===== config.mk =====
export PLATFORM = sky130hd
export DESIGN_NAME = wdog_timer
export DESIGN_NICKNAME = d
export VERILOG_FILES = /design/src/rtl/wdog_timer_pkg.sv /design/src/rtl/wdog_timer_tick.sv /design/src/rtl/wdog_timer.sv
export SDC_FILE = /design/constraint.sdc
export NUM_CORES = 1
export LEC_CHECK = 0
export CAP_MARGIN = 20
export CELL_PAD_IN_SITES_DETAIL_PLACEMENT = 0
export CELL_PAD_IN_SITES_GLOBAL_PLACEMENT = 1
export CORE_MARGIN = 3
export CORE_UTILIZATION = 35
export CTS_CLUSTER_SIZE = 25
export DETAILED_ROUTE_END_ITERATION = 8
export PLACE_DENSITY_LB_ADDON = 0.1
export RECOVER_POWER = 100
export REMOVE_ABC_BUFFERS = 1
export SLEW_MARGIN = 40
export SYNTH_ARGS = -nofsm -noshare
export SYNTH_HDL_FRONTEND = slang
export SYNTH_SLANG_ARGS = --single-unit

===== constraint.sdc =====
create_clock -name sysclk -period 6.2 [get_ports sysclk]
set_input_delay 0.93 -clock sysclk [delete_from_list [all_inputs] [get_ports sysclk]]
set_output_delay 0.93 -clock sysclk [all_outputs]
set_load 0.02 [all_outputs]

===== src/rtl/wdog_timer_pkg.sv =====
// Shared constants and state encoding for the host-communication watchdog.
package wdog_timer_pkg;

    typedef enum logic [1:0] {
        DISABLED = 2'd0,
        ARMED    = 2'd1,
        EXPIRED  = 2'd2
    } wdog_state_t;

    localparam int          TICK_CYCLES_DEF = 2458;
    localparam logic [15:0] ADDR_PERIOD_DEF = 16'h000C;
    localparam logic [15:0] ADDR_STATUS_DEF = 16'h000D;

    // Bit positions inside the status read word
    localparam int STAT_ENABLED_BIT = 0;
    localparam int STAT_TIMEOUT_BIT = 1;
    localparam int STAT_ACTIVE_BIT  = 2;
    localparam int STAT_EXPCNT_LSB  = 8;
    localparam int STAT_COUNT_LSB   = 16;

endpackage


===== src/rtl/wdog_timer_tick.sv =====
// Watchdog tick prescaler: one-cycle tick every TICK_CYCLES cycles while run is high.
module wdog_tick_gen #(
    parameter int TICK_CYCLES = 2458
) (
    input  logic sysclk,
    input  logic reset,
    input  logic run,
    input  logic clr,
    output logic tick
);

    localparam int W = (TICK_CYCLES > 1) ? $clog2(TICK_CYCLES) : 1;
    localparam logic [W-1:0] LAST = W'(TICK_CYCLES - 1);

    logic [W-1:0] prescaler;

    // Held at zero outside ARMED and restarted by every refresh
    always_ff @(posedge sysclk) begin
        if (reset || clr || !run) begin
            prescaler <= '0;
        end else if (prescaler == LAST) begin
            prescaler <= '0;
        end else begin
            prescaler <= prescaler + 1'b1;
        end
    end

    assign tick = run && !clr && (prescaler == LAST);

endmodule


===== src/rtl/wdog_timer.sv =====
// Host watchdog: disables all amplifiers when the host stops writing registers.
// Optional WDOG_EXPIRE_COUNT_EN adds a saturating expiry counter to the status word.
module wdog_timer
    import wdog_timer_pkg::*;
#(
    parameter int          TICK_CYCLES = TICK_CYCLES_DEF,
    parameter logic [15:0] ADDR_PERIOD = ADDR_PERIOD_DEF,
    parameter logic [15:0] ADDR_STATUS = ADDR_STATUS_DEF
) (
    input  logic        sysclk,
    input  logic        reset,
    input  logic        reg_wen,
    input  logic        blk_wen,
    input  logic [15:0] reg_waddr,
    input  logic [31:0] reg_wdata,
    input  logic [15:0] reg_raddr,
    output logic [31:0] reg_rdata,
    output logic [4:1]  amp_disable,
    output logic        wdog_timeout,
    output logic        wdog_active
);

    wdog_state_t state;
    logic [15:0] period;
    logic [15:0] count;
    logic [7:0]  expire_cnt;
    logic        tick;
    logic        refresh;
    logic        period_wr;
    logic        clear_wr;
    logic        expire_evt;

    assign refresh   = reg_wen || blk_wen;
    assign period_wr = reg_wen && (reg_waddr == ADDR_PERIOD);
    assign clear_wr  = reg_wen && (reg_waddr == ADDR_STATUS) && reg_wdata[0];
    assign expire_evt = (state == ARMED) && !refresh && tick && (count == 16'd1);

    wdog_tick_gen #(.TICK_CYCLES(TICK_CYCLES)) u_tick (
        .sysclk (sysclk),
        .reset  (reset),
        .run    (state == ARMED),
        .clr    (refresh),
        .tick   (tick)
    );

    // Outputs follow the state one cycle later, so the disable asserts on the cycle after the expiring tick
    always_ff @(posedge sysclk) begin
        if (reset) begin
            state        <= DISABLED;
            period       <= '0;
            count        <= '0;
            wdog_timeout <= 1'b0;
            wdog_active  <= 1'b0;
            amp_disable  <= 4'b0000;
        end else begin
            if (period_wr) begin
                period <= reg_wdata[15:0];
            end
            case (state)
                DISABLED: begin
                    if (period_wr && (reg_wdata[15:0] != 16'd0)) begin
                        state <= ARMED;
                        count <= reg_wdata[15:0];
                    end
                end
                ARMED: begin
                    if (period_wr) begin
                        if (reg_wdata[15:0] == 16'd0) begin
                            state <= DISABLED;
                        end else begin
                            count <= reg_wdata[15:0];
                        end
                    end else if (refresh) begin
                        count <= period;
                    end else if (tick) begin
                        if (count == 16'd1) begin
                            state <= EXPIRED;
                            count <= '0;
                        end else if (count != 16'd0) begin
                            count <= count - 16'd1;
                        end
                    end
                end
                EXPIRED: begin
                    if (clear_wr) begin
                        if (period != 16'd0) begin
                            state <= ARMED;
                            count <= period;
                        end else begin
                            state <= DISABLED;
                        end
                    end
                end
                default: state <= DISABLED;
            endcase
            wdog_timeout <= (state == EXPIRED);
            wdog_active  <= (state == ARMED);
            amp_disable  <= {4{state == EXPIRED}};
        end
    end

`ifdef WDOG_EXPIRE_COUNT_EN
    always_ff @(posedge sysclk) begin
        if (reset) begin
            expire_cnt <= '0;
        end else if (clear_wr && reg_wdata[1]) begin
            expire_cnt <= '0;
        end else if (expire_evt && (expire_cnt != 8'hFF)) begin
            expire_cnt <= expire_cnt + 8'd1;
        end
    end
`else
    assign expire_cnt = 8'h00;
`endif

    always_comb begin
        reg_rdata = 32'h0;
        if (reg_raddr == ADDR_PERIOD) begin
            reg_rdata = {16'h0, period};
        end else if (reg_raddr == ADDR_STATUS) begin
            reg_rdata[STAT_COUNT_LSB +: 16] = count;
            reg_rdata[STAT_EXPCNT_LSB +: 8] = expire_cnt;
            reg_rdata[STAT_ACTIVE_BIT]      = wdog_active;
            reg_rdata[STAT_TIMEOUT_BIT]     = wdog_timeout;
            reg_rdata[STAT_ENABLED_BIT]     = (state != DISABLED);
        end
    end

endmodule


==> results summary <==
On the critical path, the stage with the largest delay is an instance of sky130_fd_sc_hd__nor2_1. The critical path data arrival time came out at 3620 ps. The cell type contributing the most total cell area after synthesis is sky130_fd_sc_hd__dfxtp_1. Across all hold checks on the routed design, the worst slack comes to 495 ps. Once detail routing completed, the nets flagged for antenna violations numbered 0.

The buffer type at the clock tree root is sky130_fd_sc_hd__clkbuf_8. Once detailed placement completed, the half-perimeter wirelength came to 7520 um. The area share of the leading cell type in the synthesized netlist came out at 0.306. The cell family contributing the most delay on the critical path is simple AND/OR/NAND/NOR gates. Across every metal layer, demand over resource in global routing totals 0.206. The average instance area after synthesis came out at 7.76 um2. The finished layout cell area is 0.00414 mm2. The maximum buffer depth of the clock tree is 2. The total clock buffers created by CTS came out at 5. After synthesis, the largest family of logic cells by area is simple AND/OR/NAND/NOR gates. The clock latency on the worst-skew pair came out at 310 ps. The post-synthesis cell type count is 56.

The number of antenna violations at the first check in global routing is 0. The total placed cells including tap cells is 571. In this run the core area contains 33 standard-cell rows.

The buffering stage count on the worst path with inverters included is 2. The post-synthesis register bit count came out at 48. Setup violations remaining at the end of the flow were counted as 0.

The count of yosys warnings during synthesis came out at 0. The placeable core region came out at 0.00846 mm2. The share of the synthesized area in compound gates (AO/OA/AOI/OAI) is 0.232. The final instance count without filler cells is 579. The flow ran to the end, but the final reports show violations.

The total clock sinks is 48. The proportion of register bits with asynchronous set or reset after synthesis came out at 0. The vertical extent of the die is 101 um.

The via count of the first global-routing pass is 3,347. The fraction of the mapped netlist area in adder cells is 0.0359. The number of top-level design ports came out at 106. The total detailed-routing wirelength is 10,300 um. Between clock sinks in the finished design, the worst skew comes to 9.64 ps. Sorting the synthesized cells by area gives the leading types as sky130_fd_sc_hd__dfxtp_1 31%, sky130_fd_sc_hd__a21oi_1 6.1%, sky130_fd_sc_hd__and2_1 5.6%, sky130_fd_sc_hd__nand2_1 5.4%, sky130_fd_sc_hd__ha_1 3.6%. The largest net degree at the start of global routing is 38. After the last flow step, the layout net total stands at 550. The mux contribution to synthesized area came out at 0.00638. The fraction of final layout cells with drive strength greater than 1 is 0.0338. The count of maximum capacitance violations is 1. In this run, post-CTS repair resized a total of 0 instances.

The post-synthesis share of cell area spent on xor and xnor gates is 0.0419. The checks that failed: max-capacitance violations, max-slew violations. The simple-gate share of the synthesized area came out at 0.323. The area enclosed by the die boundary is 0.0101 mm2. Clock-pin slew was measured on the worst setup and hold paths at 90 ps. The maximum achievable frequency came out at 220 MHz. The worst vdd rail ir drop is 0.108 mV.

The worst setup path is of the input pin to output pin kind. The worst stage delay on the critical path came out at 720 ps. The mapped netlist covers 0.00314 mm2. The quantity of hold-fixing buffers added after cts came out at 0. The worst setup path is launched from an input pin. The die width is 101 um. The total grt overflow is 0. The final-report max-slew violation count came out at 38.

The H-tree generated during clock tree synthesis spans 2 levels. After detailed routing, the average wire length per cell comes to 17.8 um. The worst slew slack as a fraction of its limit is -0.239. The areal power density over the cells came out at 245 mW/mm2.

The analysis attributes to cell leakage a power of 1.48 nW. At the pin with the least slew margin, the transition time is 1860 ps. Traced cell by cell, the critical path runs through clkdlybuf4s50_1 -> nor4_1 -> nand4_1 -> nor2_1 -> and2_1 -> dlygate4sd3_1. The number of setup buffers added after CTS is 0. The final hold violation count is 0. The number of design rule violations left after detail routing came out at 0. The min-delay analysis places its worst path in the category register to register. The first global-routing pass estimated 16,800 um of wire.

TritonCTS built the clock tree. The detailed router finished its first iteration with 208 violations. The number of enable flip-flop cells after synthesis came out at 0. The routability congestion estimate from global placement came out at 0.861.

The number of inserted diodes is 0. The area growth from synthesis to layout is 32.1%. Port buffering added 89 buffers.

The routed layout has 3,339 vias. The required time at the worst-slack endpoint is 5270 ps. For this configuration, the core starts out at a cell density of 0.370. The sum of negative setup slack is 0 ps. The first detailed-routing pass took 4 iterations. The share of the clock period used by the worst path after layout is 0.734.

The routed design could run at a clock period as short as 4550 ps. For this run, the leading register cell type out of synthesis is sky130_fd_sc_hd__dfxtp_1. The endpoint class of the critical path is an output pin. The number of instances in the synthesized netlist is 404. The detail-routed via count per cell came out at 5.77. Of all nets on the critical path, the largest fanout is 13. The post-placement cell area came out at 0.00405 mm2.

Setup repair after global routing left no endpoint under its margin. The share of synthesized area occupied by flip-flops and latches is 0.306.
[per-stage QoR]
step                      total power, mW  utilization  setup WS (ps)
after floorplan                     0.670            -           3020
after global placement              0.805        0.477           1630
after detailed placement            0.810        0.479           1620
after CTS                            1.02        0.490           1620
after global routing                 1.08        0.489           1370
final                                1.02        0.489           1650
[cells by family (layout without fill, tap and decap cells)]
kind of cell               after synthesis  after routing
DFF                                     48             48
muxes                                    2              2
xor gates and xnor gates                15             15
adders and majority gates                9              9
buffers and inverters                   36            106
AOI/OAI and AO/OA                      106            106
and+or+nand+nor                        188            188
[routing by layer]
layer	share of wire	wire [um]	vias to the layer above	GRT usage
met4	0.0077	79	0	0.0425
met3	0.072	745	8	0.0408
li1	-	-	1628	-
met5	0	0	-	0
met2	0.46	4720	134	0.333
met1	0.46	4770	1569	0.284
[cell usage after synthesis, drive strengths merged (2+ instances only)]
master	number
o21ai	7
clkbuf	21
dfxtp	48
nor4bb	2
nor3	13
nor4	19
a211o	4
o211ai	2
nor2	29
nand2	45
mux2i	2
nor2b	2
a32o	2
nand4	9
a311o	2
nor4b	2
a21oi	38
nand3	13
or4	4
or2	4
o31ai	8
or4b	2
o2bb2ai	8
xor2	5
inv	7
a22oi	8
nand2b	4
o31a	3
o21a	2
o2111ai	2
and2	28
ha	9
or3	9
xnor2	10
a211oi	9
buf	8
[state kept, by name, summed over array words and instances, names as in the netlist]
name              flops
count                16
period               16
u_tick.prescaler     12
state                 2
wdog_active           1
wdog_timeout          1
[area by class of cell]
| cell class | count | area, um2 |
|---|---|---|
| Tap cell | 105 | 131 |
| Clock buffer | 7 | 86.3 |
| Clock inverter | 1 | 7.51 |
| Timing Repair Buffer | 91 | 902 |
| Sequential cell | 48 | 961 |
| Multi-Input combinational cell | 320 | 2030 |
| Fill cell | 849 | 4320 |
| Inverter | 7 | 26.3 |
[layout by cell type (no fill, tap or decap), drive strengths merged, types with 13 or more instances in the layout]
| master | synthesis | final |
|---|---|---|
| clkdlybuf4s50 | 0 | 50 |
| dfxtp | 48 | 48 |
| nand2 | 45 | 45 |
| dlygate4sd3 | 0 | 39 |
| a21oi | 38 | 38 |
| nor2 | 29 | 29 |
| and2 | 28 | 28 |
| nor4 | 19 | 19 |
| nor3 | 13 | 13 |
| nand3 | 13 | 13 |
[where the power goes]
group / total [mW] / internal, mW / switching, mW
clock network: 0.204 / 0.0910 / 0.113
logic: 0.444 / 0.199 / 0.245
registers: 0.368 / 0.330 / 0.0383
total: 1.02 / 0.620 / 0.396
[worst paths after layout]
kind / startpoint / end / depth (start not counted) / slack, ps
hold / removal: u_tick.prescaler[11] / u_tick.prescaler[11] / 2 / 500
setup reg to reg: count[0] / count[15] / 8 / 3260
hold reg to reg: u_tick.prescaler[11] / u_tick.prescaler[11] / 2 / 500
setup / recovery: reg_raddr[9] / reg_rdata[5] / 6 / 1650
[worst register-to-register path: cells and delay by family, from the launching register on]
kind,cells,cell delay (ps)
buffers and inverters,1,100
DFF,1,380
adders and majority gates,1,230
AOI/OAI and AO/OA,3,990
and+or+nand+nor,3,1140
Note: power is estimated with default switching activity, not from simulation.
